## src/rtl/pipe_if_id_stage_if.sv

```systemverilog
// ----------------------------------------------------------------------------
// pipe_if_id_stage_if
// ----------------------------------------------------------------------------
// Handshake and data bundle between fetch, the IF/ID stage and decode.
//
//   Fetch side :  in_valid, in_ready, instruction, pc_plus4
//   Decode side:  out_valid, out_ready, instruction_out, pc_plus4_out
//
// Modports:
//   slave  - the IF/ID stage itself (consumes fetch data, produces decode data)
//   master - the surrounding environment (drives fetch data and out_ready)
// ----------------------------------------------------------------------------
interface pipe_if_id_stage_if #(
    parameter int INSTR_W = 32,
    parameter int PC_W    = 32
);
    logic               in_valid;
    logic               in_ready;
    logic [INSTR_W-1:0] instruction;
    logic [PC_W-1:0]    pc_plus4;

    logic               out_valid;
    logic               out_ready;
    logic [INSTR_W-1:0] instruction_out;
    logic [PC_W-1:0]    pc_plus4_out;

    modport slave (
        input  in_valid,
        input  instruction,
        input  pc_plus4,
        input  out_ready,
        output in_ready,
        output out_valid,
        output instruction_out,
        output pc_plus4_out
    );

    modport master (
        output in_valid,
        output instruction,
        output pc_plus4,
        output out_ready,
        input  in_ready,
        input  out_valid,
        input  instruction_out,
        input  pc_plus4_out
    );
endinterface

```

## src/rtl/pipe_if_id_stage.sv

```systemverilog
// ----------------------------------------------------------------------------
// pipe_if_id_stage
// ----------------------------------------------------------------------------
// IF/ID pipeline register of the pipelined MIPS core. Carries the fetched
// instruction and its PC+4 from fetch to decode with a valid/ready handshake.
// A main entry drives decode; a skid entry catches one extra instruction
// when decode stalls, so fetch can run at full rate and in_ready can be a
// pure function of registered state.
//
// Ports:
//   CLK      - clock, all state changes on the rising edge
//   CLR_N    - asynchronous active-low reset
//   EN       - stage enable; 0 freezes all state and blocks both handshakes
//   FLUSH    - synchronous squash of every held entry (branch/jump)
//   bus      - pipe_if_id_stage_if.slave: fetch-side and decode-side
//              handshake plus data
//   stall_cnt, skid_hit - only with PIPE_IF_ID_STALL_CNT_EN defined
//
// Optional feature (macro PIPE_IF_ID_STALL_CNT_EN):
//   stall_cnt - saturating 16-bit count of cycles where decode holds off a
//               valid main entry (EN=1, main valid, out_ready=0); cleared by
//               reset and FLUSH
//   skid_hit  - high during the cycle an input is captured into the skid
//               entry (ONE -> TWO transition)
// ----------------------------------------------------------------------------
module pipe_if_id_stage #(
    parameter int                 INSTR_W   = 32,
    parameter int                 PC_W      = 32,
    parameter logic [INSTR_W-1:0] NOP_INSTR = '0
) (
    input  logic              CLK,
    input  logic              CLR_N,
    input  logic              EN,
    input  logic              FLUSH,
    pipe_if_id_stage_if.slave bus
`ifdef PIPE_IF_ID_STALL_CNT_EN
    ,
    output logic [15:0]       stall_cnt,
    output logic              skid_hit
`endif
);

    // Occupancy encoding: bit0 = main valid, bit1 = skid valid.
    typedef enum logic [1:0] {
        ST_EMPTY = 2'b00,
        ST_ONE   = 2'b01,
        ST_TWO   = 2'b11
    } state_t;

    state_t             state_reg, state_next;
    logic [INSTR_W-1:0] m_instr_reg, m_instr_next;
    logic [PC_W-1:0]    m_pc_reg, m_pc_next;
    logic [INSTR_W-1:0] s_instr_reg, s_instr_next;
    logic [PC_W-1:0]    s_pc_reg, s_pc_next;

    logic m_v;
    logic s_v;
    logic push;
    logic pop;

    assign m_v = (state_reg != ST_EMPTY);
    assign s_v = (state_reg == ST_TWO);

    // CLR_N is folded in so in_ready is low for the whole reset window.
    assign bus.in_ready        = EN & ~s_v & CLR_N;
    assign bus.out_valid       = EN & m_v;
    assign bus.instruction_out = m_v ? m_instr_reg : NOP_INSTR;
    assign bus.pc_plus4_out    = m_v ? m_pc_reg : '0;

    assign push = bus.in_valid & bus.in_ready;
    assign pop  = bus.out_valid & bus.out_ready;

    // ------------------------------------------------------------------
    // State register
    // ------------------------------------------------------------------
    always_ff @(posedge CLK or negedge CLR_N) begin
        if (!CLR_N) begin
            state_reg   <= ST_EMPTY;
            m_instr_reg <= '0;
            m_pc_reg    <= '0;
            s_instr_reg <= '0;
            s_pc_reg    <= '0;
        end else begin
            state_reg   <= state_next;
            m_instr_reg <= m_instr_next;
            m_pc_reg    <= m_pc_next;
            s_instr_reg <= s_instr_next;
            s_pc_reg    <= s_pc_next;
        end
    end

    // ------------------------------------------------------------------
    // Next-state and data steering. With EN=0 both push and pop are
    // forced low by the output equations, so every branch below holds.
    // ------------------------------------------------------------------
    always_comb begin
        state_next   = state_reg;
        m_instr_next = m_instr_reg;
        m_pc_next    = m_pc_reg;
        s_instr_next = s_instr_reg;
        s_pc_next    = s_pc_reg;

        if (FLUSH) begin
            // Squash wins over any push; data contents are left as-is since
            // the valid flags already mark them dead.
            state_next = ST_EMPTY;
        end else begin
            case (state_reg)
                ST_EMPTY: begin
                    if (push) begin
                        state_next   = ST_ONE;
                        m_instr_next = bus.instruction;
                        m_pc_next    = bus.pc_plus4;
                    end
                end
                ST_ONE: begin
                    if (push && pop) begin
                        m_instr_next = bus.instruction;
                        m_pc_next    = bus.pc_plus4;
                    end else if (push) begin
                        state_next   = ST_TWO;
                        s_instr_next = bus.instruction;
                        s_pc_next    = bus.pc_plus4;
                    end else if (pop) begin
                        state_next = ST_EMPTY;
                    end
                end
                ST_TWO: begin
                    // Skid is older than anything fetch can offer, so it
                    // moves into main; in_ready is low so no push here.
                    if (pop) begin
                        state_next   = ST_ONE;
                        m_instr_next = s_instr_reg;
                        m_pc_next    = s_pc_reg;
                    end
                end
                default: begin
                    state_next = ST_EMPTY;
                end
            endcase
        end
    end

`ifdef PIPE_IF_ID_STALL_CNT_EN
    // ------------------------------------------------------------------
    // Decode stall statistics
    // ------------------------------------------------------------------
    logic [15:0] stall_cnt_reg;
    logic        stall_cycle;

    assign stall_cycle = EN & m_v & ~bus.out_ready;

    always_ff @(posedge CLK or negedge CLR_N) begin
        if (!CLR_N) begin
            stall_cnt_reg <= '0;
        end else if (FLUSH) begin
            stall_cnt_reg <= '0;
        end else if (stall_cycle && (stall_cnt_reg != 16'hFFFF)) begin
            stall_cnt_reg <= stall_cnt_reg + 16'd1;
        end
    end

    assign stall_cnt = stall_cnt_reg;
    assign skid_hit  = (state_reg == ST_ONE) & push & ~pop & ~FLUSH;
`endif

endmodule

```

## src/flat_wrapper.sv

```systemverilog
// flat-port wrapper written by rule: the top's interface ports become plain ports
module pipe_if_id_stage_flat 
#(
    parameter int                 INSTR_W   = 32,
    parameter int                 PC_W      = 32,
    parameter logic [INSTR_W-1:0] NOP_INSTR = '0
)
  (CLK, CLR_N, EN, FLUSH, bus_in_valid, bus_instruction, bus_pc_plus4, bus_out_ready, bus_in_ready, bus_out_valid, bus_instruction_out, bus_pc_plus4_out);
  pipe_if_id_stage_if #(.INSTR_W(INSTR_W), .PC_W(PC_W)) bus_i ();
  input  logic CLK;
  input  logic CLR_N;
  input  logic EN;
  input  logic FLUSH;
  input wire logic [$bits(bus_i.in_valid)-1:0] bus_in_valid;
  input wire logic [$bits(bus_i.instruction)-1:0] bus_instruction;
  input wire logic [$bits(bus_i.pc_plus4)-1:0] bus_pc_plus4;
  input wire logic [$bits(bus_i.out_ready)-1:0] bus_out_ready;
  output wire logic [$bits(bus_i.in_ready)-1:0] bus_in_ready;
  output wire logic [$bits(bus_i.out_valid)-1:0] bus_out_valid;
  output wire logic [$bits(bus_i.instruction_out)-1:0] bus_instruction_out;
  output wire logic [$bits(bus_i.pc_plus4_out)-1:0] bus_pc_plus4_out;
  assign bus_i.in_valid = bus_in_valid;
  assign bus_i.instruction = bus_instruction;
  assign bus_i.pc_plus4 = bus_pc_plus4;
  assign bus_i.out_ready = bus_out_ready;
  assign bus_in_ready = bus_i.in_ready;
  assign bus_out_valid = bus_i.out_valid;
  assign bus_instruction_out = bus_i.instruction_out;
  assign bus_pc_plus4_out = bus_i.pc_plus4_out;
  pipe_if_id_stage #(.INSTR_W(INSTR_W), .PC_W(PC_W), .NOP_INSTR(NOP_INSTR)) u_core (.CLK(CLK), .CLR_N(CLR_N), .EN(EN), .FLUSH(FLUSH), .bus(bus_i));
endmodule
```

## config.mk

```make
export PLATFORM = sky130hd
export DESIGN_NAME = pipe_if_id_stage_flat
export DESIGN_NICKNAME = d
export VERILOG_FILES = /design/src/rtl/pipe_if_id_stage_if.sv /design/src/rtl/pipe_if_id_stage.sv /design/src/flat_wrapper.sv
export SDC_FILE = /design/constraint.sdc
export NUM_CORES = 1
export LEC_CHECK = 0
export CAP_MARGIN = 15
export CORE_MARGIN = 2
export CORE_UTILIZATION = 50
export CTS_BUF_LIST = sky130_fd_sc_hd__clkbuf_4 sky130_fd_sc_hd__clkbuf_8
export CTS_CLUSTER_DIAMETER = 100
export DETAILED_ROUTE_END_ITERATION = 8
export PLACE_DENSITY_LB_ADDON = 0.12
export SYNTH_ARGS = -nofsm -noshare
export SYNTH_HDL_FRONTEND = slang
export SYNTH_SLANG_ARGS = --single-unit
```

## constraint.sdc

```tcl
create_clock -name CLK -period 3.2 [get_ports CLK]
set_input_delay 0.96 -clock CLK [delete_from_list [all_inputs] [get_ports CLK]]
set_output_delay 0.96 -clock CLK [all_outputs]
set_load 0.01 [all_outputs]
```

==> Word-level counts from Yosys, hierarchy flattened <==
Index checks and enable logic that the tools add are counted.
{ "totals": {"regBits": 130, "in_bits": 70} }
{ "classes": {"eq_ne": 9, "muxes": 17, "bitwise": 8, "n_reduce_logical": 7} }
{ "ops": {"columns": ["op", "n"], "rows": [
  ["$mux W32", 8],
  ["$pmux W32 S3", 2],
  ["$mux W2", 6],
  ["$reduce_and A4 Y1", 2],
  ["$ne A3 B3 Y1 const B", 2],
  ["$pmux W2 S3", 1],
  ["$and A1 B1 Y1", 5],
  ["$reduce_and A5 Y1", 1],
  ["$ne A2 B1 Y1 const B", 2],
  ["$ne A4 B2 Y1 const B", 1],
  ["$ne A3 B2 Y1 const B", 1],
  ["$not A1 Y1", 3],
  ["$reduce_bool A3 Y1", 1],
  ["$eq A2 B1 Y1 const B", 1],
  ["$eq A2 B2 Y1 const B", 1],
  ["$logic_not A2 Y1", 1],
  ["$ne A2 B2 Y1 const B", 1],
  ["$reduce_bool A2 Y1", 1],
  ["$logic_and A1 B1 Y1", 1]
]} }

==> Longest topological paths before layout <==
{ "logic_depth": {"depth_word": 9, "mapped_depth": 8} }

==> Worst setup path after synthesis <==
OpenSTA, ideal clock, no wires.
{ "synth_timing": {"path_type": "flip-flop to output port", "start": "register u_core.state_reg[0]", "end": "output bus_in_ready", "t_arrival_ns": 1.460, "required_time_ns": 2.240, "path_slack_ns": 0.780, "stages_incl_launch_ff": 5, "n_path_buf": 2, "path_cell_list": "dfrtp_1 ha_1 buf_1 clkbuf_1 and3b_1"} }
{ "synth_via": {"elab_chain_len": 4} }
{ "synth_lines": {"columns": ["element", "line_no", "rtl"], "rows": [
  ["start: declaration", "pipe_if_id_stage.sv:50", "state_t state_reg, state_next;"],
  ["start signal: assignment", "pipe_if_id_stage.sv:84", "state_reg <= state_next;"],
  ["$eq A2 B2 Y1", "pipe_if_id_stage.sv:62", "assign s_v = (state_reg == ST_TWO);"],
  ["$not A1 Y1", "pipe_if_id_stage.sv:65", "assign bus.in_ready = EN & ~s_v & CLR_N;"],
  ["$and A1 B1 Y1 (2 in a row)", "pipe_if_id_stage.sv:65", null],
  ["end: declaration", "flat_wrapper.sv:18", "output wire logic [$bits(bus_i.in_ready)-1:0] bus_in_ready;"]
]} }
Every way passes these cells.

==> Final worst setup path <==
{ "layout_timing": {"start": "input EN", "end": "output bus_in_ready"} }
{ "layout_via": {"elab_chain_len": 2} }
{ "layout_lines": {"columns": ["element", "line_no", "rtl"], "rows": [
  ["start: declaration", "flat_wrapper.sv:12", "input logic EN;"],
  ["$and A1 B1 Y1 (2 in a row)", "pipe_if_id_stage.sv:65", null]
]} }
Every way passes these cells.

==> results_dict.tcl <==
set metrics [dict create \
    syn-num-nets 521 \
    pwr-share-clk_pct 23.7 \
    syn_area_per_cell_um2 14.5 \
    cts_hold_buf 0 \
    synthDistinctLibCells 28 \
    wl_per_cell_um 17.2 \
    end_kind "primary output" \
    powerDensity_mw_per_mm2 756 \
    status "complete, no violations" \
    dp_hpwl_um 8610 \
    fp.dieH_um 118 \
    grt_pass1_wl_um 21800 \
    power_leakage_nw 3.74 \
    fin_crit_sh_pct 97.4 \
    wl_um 13200 \
    met1_usage_pct 25.4 \
    reg2reg_depth 7 \
    cp_data_arrival_time_ns 2.16 \
    grt_antenna_before_repair 0 \
    grt_max_degree 59 \
    hold_start "u_core.m_pc_reg[22]$_DFFE_PN0P_" \
    syn_to_final_growth_pct 30.1 \
    firstDrtPassIters 4 \
    setup_tns_ns 0 \
    crit_fanout 3 \
    met2_usage_pct 32.7 \
    hold_violations 0 \
    r2r-start "u_core.state_reg[0]$_DFFE_PN0P_" \
    final-setup-viol-count 0 \
    combPwrFrac_pct 35.0 \
    layout-drive-gt1-share_pct 40.6 \
    fin_skew_ns 0.00740 \
    min_period_ns 3.12 \
    initialDrtViolationCount 195 \
    report.power.total_mw 6.38 \
    ant_nets 0 \
    overflow 0 \
    dieArea_mm2 0.0139 \
    cp-start-kind "primary input" \
    rows 41 \
    io_pins 136 \
    tightest_slew_ns 0.758 \
    final_nets 659 \
    peakVddDrop_mv 0.423 \
    track_usage_pct 20.0 \
    cts_tree "yes" \
    seq_power_share_pct 41.4 \
    intPower_mw 4.65 \
    port_buffers 135 \
    drc 0 \
    postLayoutCoreUtil_pct 66.8 \
    cap_violations 0 \
    yosysSeqAreaShare_pct 50.2 \
    path_class "in -> out" \
    holdWs_ns 0.499 \
    startpoint "EN" \
    grt_util_met3_pct 6.54 \
    core_mm2 0.0126 \
    clkSinkCount 130 \
    synth-seq-cells 130 \
    postCtsResizedCells 0 \
    clockBufferDepth 2 \
    p_sw_share_pct 27.0 \
    dieWidth_um 118 \
    gr-max-usage-layer "met2" \
    slew_viol_final 0 \
    cts.htree.levels 4 \
    required_ns 2.24 \
    rsz0062_at_grt "false" \
    p_switching_mw 1.72 \
    gp_congestion 0.758 \
    hold_depth 1 \
    vias 3941 \
    synth_cells 447 \
    antennaDiodeCount 0 \
    grt_pass1_vias 4296 \
    post_cts_buffers 0 \
    max_slew_margin_pct 49.5 \
    routed_via_density 5.12 \
    cts_root_buf "clkbuf_8" \
    syn_area_mm2 0.00648 \
    path_clk_slew_ns 0.07 \
    fmax_mhz 321 \
    insertion_delay_ns 0.43 \
    start_util_pct 51.3 \
    ys_warn_count 0 \
    cts_buffers 17 \
    min_path_type "reg -> reg" \
]
[stage by stage]
step           setup slack [ns]  area (µm²)  instances
2_1_floorplan             0.780        6480        447
3_3_place_gp              0.108        7990        738
3_5_place_dp             0.0888        7990        738
4_1_cts                  0.0719        8430        770
5_1_grt                  0.0479        8430        770
6_report                 0.0831        8430        770
[power by group through the flow]
stage / Clock, mW / Sequential [mW] / Combinational [mW]
after floorplan: 0 / 2.55 / 1.48
after global placement: 0 / 2.61 / 2.20
after detailed placement: 0 / 2.65 / 2.26
after CTS: 1.55 / 2.63 / 2.27
after global routing: 1.62 / 2.71 / 2.39
final: 1.51 / 2.64 / 2.23
[kinds of logic (layout without fill, tap and decap cells)]
logic type | Yosys count | after routing | share of synthesized area [%]
multiplexers | 193 | 193 | 37.0
flip-flops | 130 | 130 | 50.2
buffers and inverters | 32 | 183 | 3.44
adder cells (fa/ha/maj) | 4 | 4 | 0.772
AO/OA/AOI/OAI | 8 | 8 | 0.927
AND/OR/NAND/NOR | 80 | 80 | 7.67
[final cells by class]
cell class | instances | area [µm²]
Timing Repair Buffer | 147 | 1490
Multi-Input combinational cell | 285 | 3020
Fill cell | 983 | 4190
Inverter | 4 | 15.0
Clock inverter | 9 | 125
Tap cell | 172 | 215
Clock buffer | 23 | 317
Sequential cell | 130 | 3250
[Yosys cell counts (all sizes together)]
library cell  count  area [µm²]
a211o             3        26.3
a21bo             1        10.0
a21oi             1        5.00
a31oi             1        6.26
and2              1        6.26
and3b             1        8.76
and4b             1        10.0
buf              19         174
clkbuf            9        33.8
dfrtp           130        3250
ha                4        50.1
inv               4        15.0
mux2            192        2390
mux2i             1        10.0
nand2             2        7.51
nand2b            1        6.26
nand3             3        15.0
nand3b            1        7.51
nand4             1        6.26
nor2              2        7.51
nor2b            66         413
o211ai            1        7.51
o21ai             1        5.00
or3b              1        8.76
[per-layer routing]
layer	vias up	routed length, µm
li1	1841	-
met1	2008	5810
met2	84	6530
met3	8	756
met4	0	119
met5	-	0
[critical path, cell delays in order]
cell and delay (ns):
clkdlybuf4s50_1 0.49, and3b_1 0.16, clkdlybuf4s50_1 0.54
[cells in the final DEF, fill, tap and decap left out, types with 2 or more instances in the layout]
cell	n
clkdlybuf4s50_1	134
mux2_2	132
dfrtp_1	130
nor2b_1	66
mux2_4	60
clkbuf_8	23
buf_4	9
inv_1	4
clkinv_2	4
buf_12	4
nand3_1	3
bufinv_16	3
nand2_1	2
nor2_1	2
ha_2	2
ha_1	2
clkinvlp_4	2
[path summary, 6_finish.rpt]
kind / end / slack, ns
worst min-delay path: u_core.m_pc_reg[22]$_DFFE_PN0P_ / 0.50
max in group asynchronous: u_core.s_instr_reg[4]$_DFFE_PN0P_ / 1.28
worst min register to register: u_core.m_pc_reg[22]$_DFFE_PN0P_ / 0.50
worst max-delay path: bus_in_ready / 0.08
worst max register to register: u_core.s_pc_reg[29]$_DFFE_PN0P_ / 0.76
min in group asynchronous: u_core.m_instr_reg[2]$_DFFE_PN0P_ / 0.58
Note: power is estimated with default switching activity, not from simulation.
